### config.mk
export PLATFORM = sky130hd
export DESIGN_NAME = path_traceback
export DESIGN_NICKNAME = d
export VERILOG_FILES = /design/src/rtl/path_traceback.sv
export SDC_FILE = /design/constraint.sdc
export NUM_CORES = 1
export LEC_CHECK = 0
export ABC_AREA = 0
export CAP_MARGIN = 5
export CORE_AREA = 2 2 95 74
export DETAILED_ROUTE_END_ITERATION = 7
export DIE_AREA = 0 0 97 76
export GPL_TIMING_DRIVEN = 0
export SETUP_SLACK_MARGIN = 0.05
export SKIP_LAST_GASP = 1
export SYNTH_ARGS = -nofsm -noshare
export SYNTH_HDL_FRONTEND = slang
export SYNTH_SLANG_ARGS = --single-unit
### constraint.sdc
create_clock -name m_clock -period 2.4 [get_ports m_clock]
set_input_delay 0.48 -clock m_clock [delete_from_list [all_inputs] [get_ports m_clock]]
set_output_delay 0.48 -clock m_clock [all_outputs]
set_load 0.02 [all_outputs]
### src/rtl/path_traceback.sv
// Direction-map traceback: walks plot codes from the goal cell back to
// the origin, streaming each visited coordinate over a valid/ready port.
module path_traceback #(
  parameter int XW     = 4,
  parameter int YW     = 4,
  parameter int XMAX   = 15,
  parameter int YMAX   = 15,
  parameter int MAXLEN = 255
) (
  input  logic          m_clock,
  input  logic          p_reset,
  input  logic          trace_exe,
  input  logic [XW-1:0] goal_x,
  input  logic [YW-1:0] goal_y,
  output logic          mem_rd,
  output logic [XW+YW-1:0] mem_addr,
  input  logic [7:0]    mem_data,
  output logic          out_valid,
  output logic [XW-1:0] out_x,
  output logic [YW-1:0] out_y,
  output logic          out_last,
  input  logic          out_ready,
  output logic          busy,
  output logic          done,
  output logic          err,
  output logic [7:0]    path_len
);

  typedef enum logic [2:0] {
    IDLE, RD, WT, EMIT, DONE, ERR
  } state_t;

  state_t        state, state_nxt;
  logic [XW-1:0] cur_x;
  logic [YW-1:0] cur_y;
  logic [7:0]    code;
  logic [7:0]    len;
  logic          accept;
  logic          off_grid;

  assign accept = out_valid & out_ready;

  always_comb begin
    off_grid = 1'b0;
    case (mem_data)
      8'd1: off_grid = (cur_y == '0);
      8'd2: off_grid = (cur_y == YW'(YMAX));
      8'd3: off_grid = (cur_x == '0);
      8'd4: off_grid = (cur_x == XW'(XMAX));
      default: off_grid = 1'b0;
    endcase
  end

  always_ff @(posedge m_clock) begin
    if (!p_reset) state <= IDLE;
    else          state <= state_nxt;
  end

  always_comb begin
    state_nxt = state;
    unique case (state)
      IDLE: if (trace_exe) state_nxt = RD;
      RD:   state_nxt = WT;
      WT: begin
        if (mem_data > 8'd4)
          state_nxt = ERR;
        else if (off_grid)
          state_nxt = ERR;
        else if (mem_data != 8'd0 &&
                 len == 8'(MAXLEN))
          state_nxt = ERR;
        else
          state_nxt = EMIT;
      end
      EMIT: begin
        if (accept)
          state_nxt = (code == 8'd0) ? DONE : RD;
      end
      DONE: state_nxt = IDLE;
      ERR:  state_nxt = IDLE;
      default: state_nxt = IDLE;
    endcase
  end

  always_ff @(posedge m_clock) begin
    if (!p_reset) begin
      cur_x <= '0;
      cur_y <= '0;
      code  <= '0;
      len   <= '0;
    end else begin
      if (state == IDLE && trace_exe) begin
        cur_x <= goal_x;
        cur_y <= goal_y;
        len   <= '0;
      end
      if (state == WT) code <= mem_data;
      // step toward the predecessor once the cell is consumed
      if (state == EMIT && accept) begin
        len <= len + 8'd1;
        case (code)
          8'd1: cur_y <= cur_y - YW'(1);
          8'd2: cur_y <= cur_y + YW'(1);
          8'd3: cur_x <= cur_x - XW'(1);
          8'd4: cur_x <= cur_x + XW'(1);
          default: ;
        endcase
      end
    end
  end

  assign busy      = (state != IDLE);
  assign mem_rd    = (state == RD);
  assign mem_addr  = mem_rd ? {cur_y, cur_x} : '0;
  assign out_valid = (state == EMIT);
  assign out_x     = out_valid ? cur_x : '0;
  assign out_y     = out_valid ? cur_y : '0;
  assign out_last  = out_valid && (code == 8'd0);
  assign done      = (state == DONE);
  assign err       = (state == ERR);
  assign path_len  = len;

endmodule

== Word level (Yosys, flattened, before mapping) ==
Cells that the tools add are included.

* Bits in registers: 27
* Input bits: 20
* Logic and storage cells: 61

* $add $sub $neg: 5
* Order comparisons: 1
* Eq/ne operators: 18
* Multiplexer cells: 19
* Bitwise operators: 1
* Reduce and logical (&&, ||, !) cells: 12

{| class="wikitable"
|+ Operators by type and width
! kind !! number
|-
| == test 8 x 2 -> 1 bit (second input constant) || 4
|-
| two-way mux 4 bit || 6
|-
| two-way mux 8 bit || 3
|-
| two-way mux 3 bit || 6
|-
| == test 8 x 1 -> 1 bit (second input constant) || 2
|-
| == test 8 x 3 -> 1 bit (second input constant) || 2
|-
| case mux 4 bit (2 select lines) || 2
|-
| case mux 3 bit (4 select lines) || 1
|-
| adder 4 x 1 -> 4 bit (second input constant) || 2
|-
| adder 8 x 1 -> 8 bit (second input constant) || 1
|-
| == test 4 bit (second input constant) || 2
|-
| == test 8 bit (second input constant) || 1
|-
| > comparator 8 x 3 -> 1 bit (second input constant) || 1
|-
| zero test 4 bit || 2
|-
| zero test 8 bit || 1
|-
| nonzero test 8 bit || 1
|-
| subtractor 4 x 1 -> 4 bit (second input constant) || 2
|-
| == test 3 x 2 -> 1 bit (second input constant) || 2
|-
| == test 3 bit (second input constant) || 2
|-
| logical AND 1 bit || 4
|-
| case mux 1 bit (4 select lines) || 1
|-
| == test 3 x 1 -> 1 bit (second input constant) || 1
|-
| zero test 3 bit || 1
|-
| nonzero test 3 bit || 1
|-
| 5 further kinds || 5
|}

== Logic depth before layout (Yosys ltp) ==
* Depth in word-level cells: 6
* Mapped depth: 9
* Mapped depth without buffers: 9

== Worst setup path after synthesis ==
Ideal clock, no wire load.

* Path kind: register -> output
* From: register code[7]
* To: output out_last
* Data arrival time: 1.551 ns
* Required time: 1.920 ns
* Slack: 0.369 ns
* Stages on the path, launching flop included: 4
* Cell sequence: dfxtp_1 nor4_4 nand2_2 nor4b_1

* Word-level cells in the longest chain between the ends: 2

{| class="wikitable"
|+ Ends and longest elaborated chain
! item !! RTL line !! RTL
|-
| from (decl) || 36 || <nowiki>logic [7:0] code;</nowiki>
|-
| from (signal assigned) || 97 || <nowiki>if (state == WT) code <= mem_data;</nowiki>
|-
| zero test 8 bit || 118 || <nowiki>assign out_last = out_valid && (code == 8'd0);</nowiki>
|-
| logical AND 1 bit || 118 ||
|-
| to (decl) || 21 || <nowiki>output logic out_last,</nowiki>
|}

No other way between the ends.

== Worst setup path in the final report ==
* From: register state[2]
* To: output mem_rd

* Word-level cells in the longest chain between the ends: 1

{| class="wikitable"
|+ Ends and longest elaborated chain
! item !! RTL line !! RTL
|-
| from (decl) || 33 || <nowiki>state_t state, state_nxt;</nowiki>
|-
| from (signal assigned) || 56 || <nowiki>else state <= state_nxt;</nowiki>
|-
| == test 3 x 1 -> 1 bit || 113 || <nowiki>assign mem_rd = (state == RD);</nowiki>
|-
| to (decl) || 15 || <nowiki>output logic mem_rd,</nowiki>
|}

No other way between the ends.

==> qor.log <==
[place] last weighted congestion value of the routability-driven placer 0.7865
[power] relative contribution of the clock network to total power 0.235
[synth] count of state elements after synthesis 27
[routing] ratio of routed vias to standard cells 4.817
[power] Switch Pwr 348.9 uW
[finish] fillers 675
[place] worst slack after detailed placement -0.05785 ns
[timing] share of the cycle needed by the critical path after routing 0.9591
[synth] cell count after synthesis 205
[power] total power density per cell area 458.4 mW/mm2
[timing] Hold Violations, Final 0
[place] number of port buffers 49
[routing] total vias in the final route 1,662
[clock_tree] clock tree from TritonCTS yes
[synth] total of warnings raised by yosys 0
[finish] post-route standard cell area excluding fillers 0.002421 mm2
[finish] final net count 289
[worst_hold_path] Min-Delay Path Class reg2reg
[timing] number of setup violations in the final report 0
[routing] WL final 4646 um
[setup_path] data arrival time at the worst-slack endpoint 1.82 ns
[routing] number of antenna-violating nets in the routed design 0
[setup_path] Setup CP Type reg2out
[finish] register cell area after layout 545.5 um2
[routing] wire per inst 13.47 um
[die] cell row count 26
[die] Die W 97 um
[place] dpl hpwl 3525 um
[die] starting density of the core 0.2597
[place] Post-DP Area 0.002293 mm2
[finish] Antenna Cells 0
[setup_path] worst path required time 1.92 ns
[synth] Synth Net Count 232
[routing] DRC violation count after routing 0
[finish] Final Non-Filler Cells 345
[setup_path] series of cell instances along the critical path nand2b_2, nor2_4, buf_4, clkdlybuf4s50_1
[power] reported leakage power 0.001025 uW
[global_route] vias in the first global route 1,589
[global_route] GR Overflow Total 0
[timing] Worst Tran Pin Value 0.6757 ns
[clock_tree] H-tree depth reported by CTS 1
[synth] main flop type after synthesis sky130_fd_sc_hd__dfxtp_1
[synth] async set-or-reset flop fraction in the synthesized netlist 0
[timing] time the worst path needs with I/O delays and setup 2.302 ns
[power] part of the total power dissipated in combinational logic 0.309
[setup_path] Startpoint Class flop
[clock_tree] Sink Count 27
[clock_tree] CTS Buf Count 3
[synth] post-synthesis instance area 0.001698 mm2
[global_route] largest net degree at the start of global routing 15
[setup_path] biggest cell delay along the critical path 0.59 ns
[synth] cell type contributing the most total cell area after synthesis sky130_fd_sc_hd__dfxtp_1
[power] part of the power in registers 0.456
[power] internal portion of total power 760.9 uW
[setup_path] largest fanout on the critical path 8
[synth] number of enable flip-flop cells after synthesis 0
[place] placed cell count 338
[synth] sequential fraction of the synthesis area 0.3183
[timing] post-route worst setup slack 0.09826 ns
[die] number of I/O pins 50
[run] max-cap violations 0
[power] share of total power consumed by net switching 0.3144
[synth] Area contributors post-synth sky130_fd_sc_hd__dfxtp_1 32%, sky130_fd_sc_hd__nor2_1 6.0%, sky130_fd_sc_hd__and2_1 5.9%, sky130_fd_sc_hd__mux2i_1 5.3%, sky130_fd_sc_hd__nand2_1 5.3%
[finish] growth of design area from synthesis to finish 42.59%
[global_route] wire length of the first global-routing pass 7900 um
[synth] number of distinct library cells after synthesis 45
[timing] maximum clock frequency 434.5 MHz
[clock_tree] later-pin clock latency in the skew report 0.28 ns
[synth] top cell type's share of synthesized area 0.3183
[clock_tree] Clk Tree Root Cell sky130_fd_sc_hd__clkbuf_8
[clock_tree] Max clock buf depth 2
[global_route] initial antenna violation count 0
[timing] setup repair after global routing missed its margin yes
[power] Power, Total 1110 uW
[global_route] GR Util All Layers 0.1283
[timing] Fin Clk Skew 0.008180 ns
[setup_path] library cell contributing the largest single delay on the critical path sky130_fd_sc_hd__clkdlybuf4s50_1
[routing] starting DRC count in detailed routing 53
[synth] synthesized area divided by synthesized cell count 8.282 um2
[clock_tree] number of buffers inserted by hold repair at cts 0
[synth] top cells by instance count after synthesis 27 x sky130_fd_sc_hd__dfxtp_1, 27 x sky130_fd_sc_hd__nor2_1, 24 x sky130_fd_sc_hd__nand2_1
[die] overall die height 76 um
[die] DIE AREA 0.007372 mm2
[setup_path] kind of capture point of the worst setup path primary output
[finish] layout cells sized above 1 0.1149
[run_status] outcome completed
[clock_tree] clock-pin transition on the worst setup and hold timing paths 0.09 ns
[timing] max_slew headroom 0.5495
[finish] area occupied by multi-input gates 0.001140 mm2
[die] placeable core area 0.006539 mm2
[routing] detailed-router iteration count before antenna repair 4
[timing] final max-slew violation count 0
[finish] Core Util, Final 0.3703
[power] Max rail drop VDD 0.0002438 V
## metrics by stage
| step | setup TNS, ns | hold slack [ns] |
|---|---|---|
| 2_1_floorplan | 0 | 0.4611 |
| 3_3_place_gp | -0.04263 | 0.4763 |
| 3_5_place_dp | -0.05785 | 0.4927 |
| 4_1_cts | 0 | 0.5174 |
| 5_1_grt | 0 | 0.5605 |
| 6_report | 0 | 0.5092 |
## power by group through the flow
stage,Sequential [uW],Clock [uW],Combinational (uW)
3_3_place_gp,515,0,315
3_5_place_dp,515,0,321
6_report,506,261,343
2_1_floorplan,507,0,211
4_1_cts,505,275,329
5_1_grt,512,288,379
## registers in the layout, summed over array words and instances (netlist names)
| name | flops |
|---|---|
| path_len | 8 |
| state | 3 |
| code | 8 |
| cur_y | 4 |
| cur_x | 4 |
## area by class of cell
type | count | share of cell area
multi-input combinational | 164 | 0.4708
timing repair buffer | 52 | 0.2109
clock buffer | 4 | 0.01860
inverter | 4 | 0.006202
sequential | 27 | 0.2253
buffer | 10 | 0.02481
tap | 84 | 0.04341
## cell families after synthesis
family	synth area share
adder cells (fa/ha/maj)	0.06043
AO/OA/AOI/OAI	0.1268
buffers and inverters	0.04200
XOR/XNOR	0.04642
AND/OR/NAND/NOR	0.3530
flip-flops	0.3184
multiplexers	0.05306
## worst max-delay path, delay by kind of cell (launching register included)
family,cells,cell delay [ns]
flops,1,0.38
buf+inv,2,0.72
simple gates,2,0.44
## metal layers
layer / track usage / part of all wire
met5: 0 / 0
met4: 0.01690 / 0.0056
met3: 0.03486 / 0.045
met2: 0.2090 / 0.47
met1: 0.1754 / 0.48
## cell usage in the layout, fill, tap and decap left out, types with 3 or more instances in the layout
cell type | Yosys | routed
sky130_fd_sc_hd__a21oi_1 | 7 | 6
sky130_fd_sc_hd__a311oi_1 | 5 | 5
sky130_fd_sc_hd__and2_1 | 16 | 16
sky130_fd_sc_hd__and3_1 | 4 | 4
sky130_fd_sc_hd__buf_2 | 3 | 3
sky130_fd_sc_hd__buf_4 | 0 | 3
sky130_fd_sc_hd__clkbuf_1 | 5 | 5
sky130_fd_sc_hd__clkbuf_8 | 0 | 3
sky130_fd_sc_hd__clkdlybuf4s50_1 | 0 | 31
sky130_fd_sc_hd__dfxtp_1 | 27 | 25
sky130_fd_sc_hd__dlygate4sd2_1 | 0 | 12
sky130_fd_sc_hd__dlymetal6s2s_1 | 0 | 5
sky130_fd_sc_hd__ha_1 | 5 | 5
sky130_fd_sc_hd__inv_1 | 4 | 4
sky130_fd_sc_hd__mux2i_1 | 9 | 9
sky130_fd_sc_hd__nand2_1 | 24 | 24
sky130_fd_sc_hd__nand3_1 | 6 | 6
sky130_fd_sc_hd__nor2_1 | 27 | 26
sky130_fd_sc_hd__nor3_1 | 6 | 5
sky130_fd_sc_hd__nor3b_1 | 5 | 4
sky130_fd_sc_hd__nor4_1 | 4 | 4
sky130_fd_sc_hd__o21ai_0 | 4 | 4
sky130_fd_sc_hd__xnor2_1 | 5 | 5
sky130_fd_sc_hd__xor2_1 | 4 | 4
## path summary, 6_finish.rpt
kind / startpoint / end / slack [ns] / cells after the start
hold / removal: code[5] / code[5] / 0.51 / 2
hold reg to reg: code[5] / code[5] / 0.51 / 2
setup reg to reg: code[1] / cur_y[3] / 0.14 / 8
setup / recovery: state[2] / mem_rd / 0.1 / 4
## repair_timing
action	4_1_cts	5_1_grt
buffers inserted	1	2
gates resized for setup	17	18
endpoints found under the setup margin	19	16
pin swaps	0	5
(Power assumes the default switching activity.)
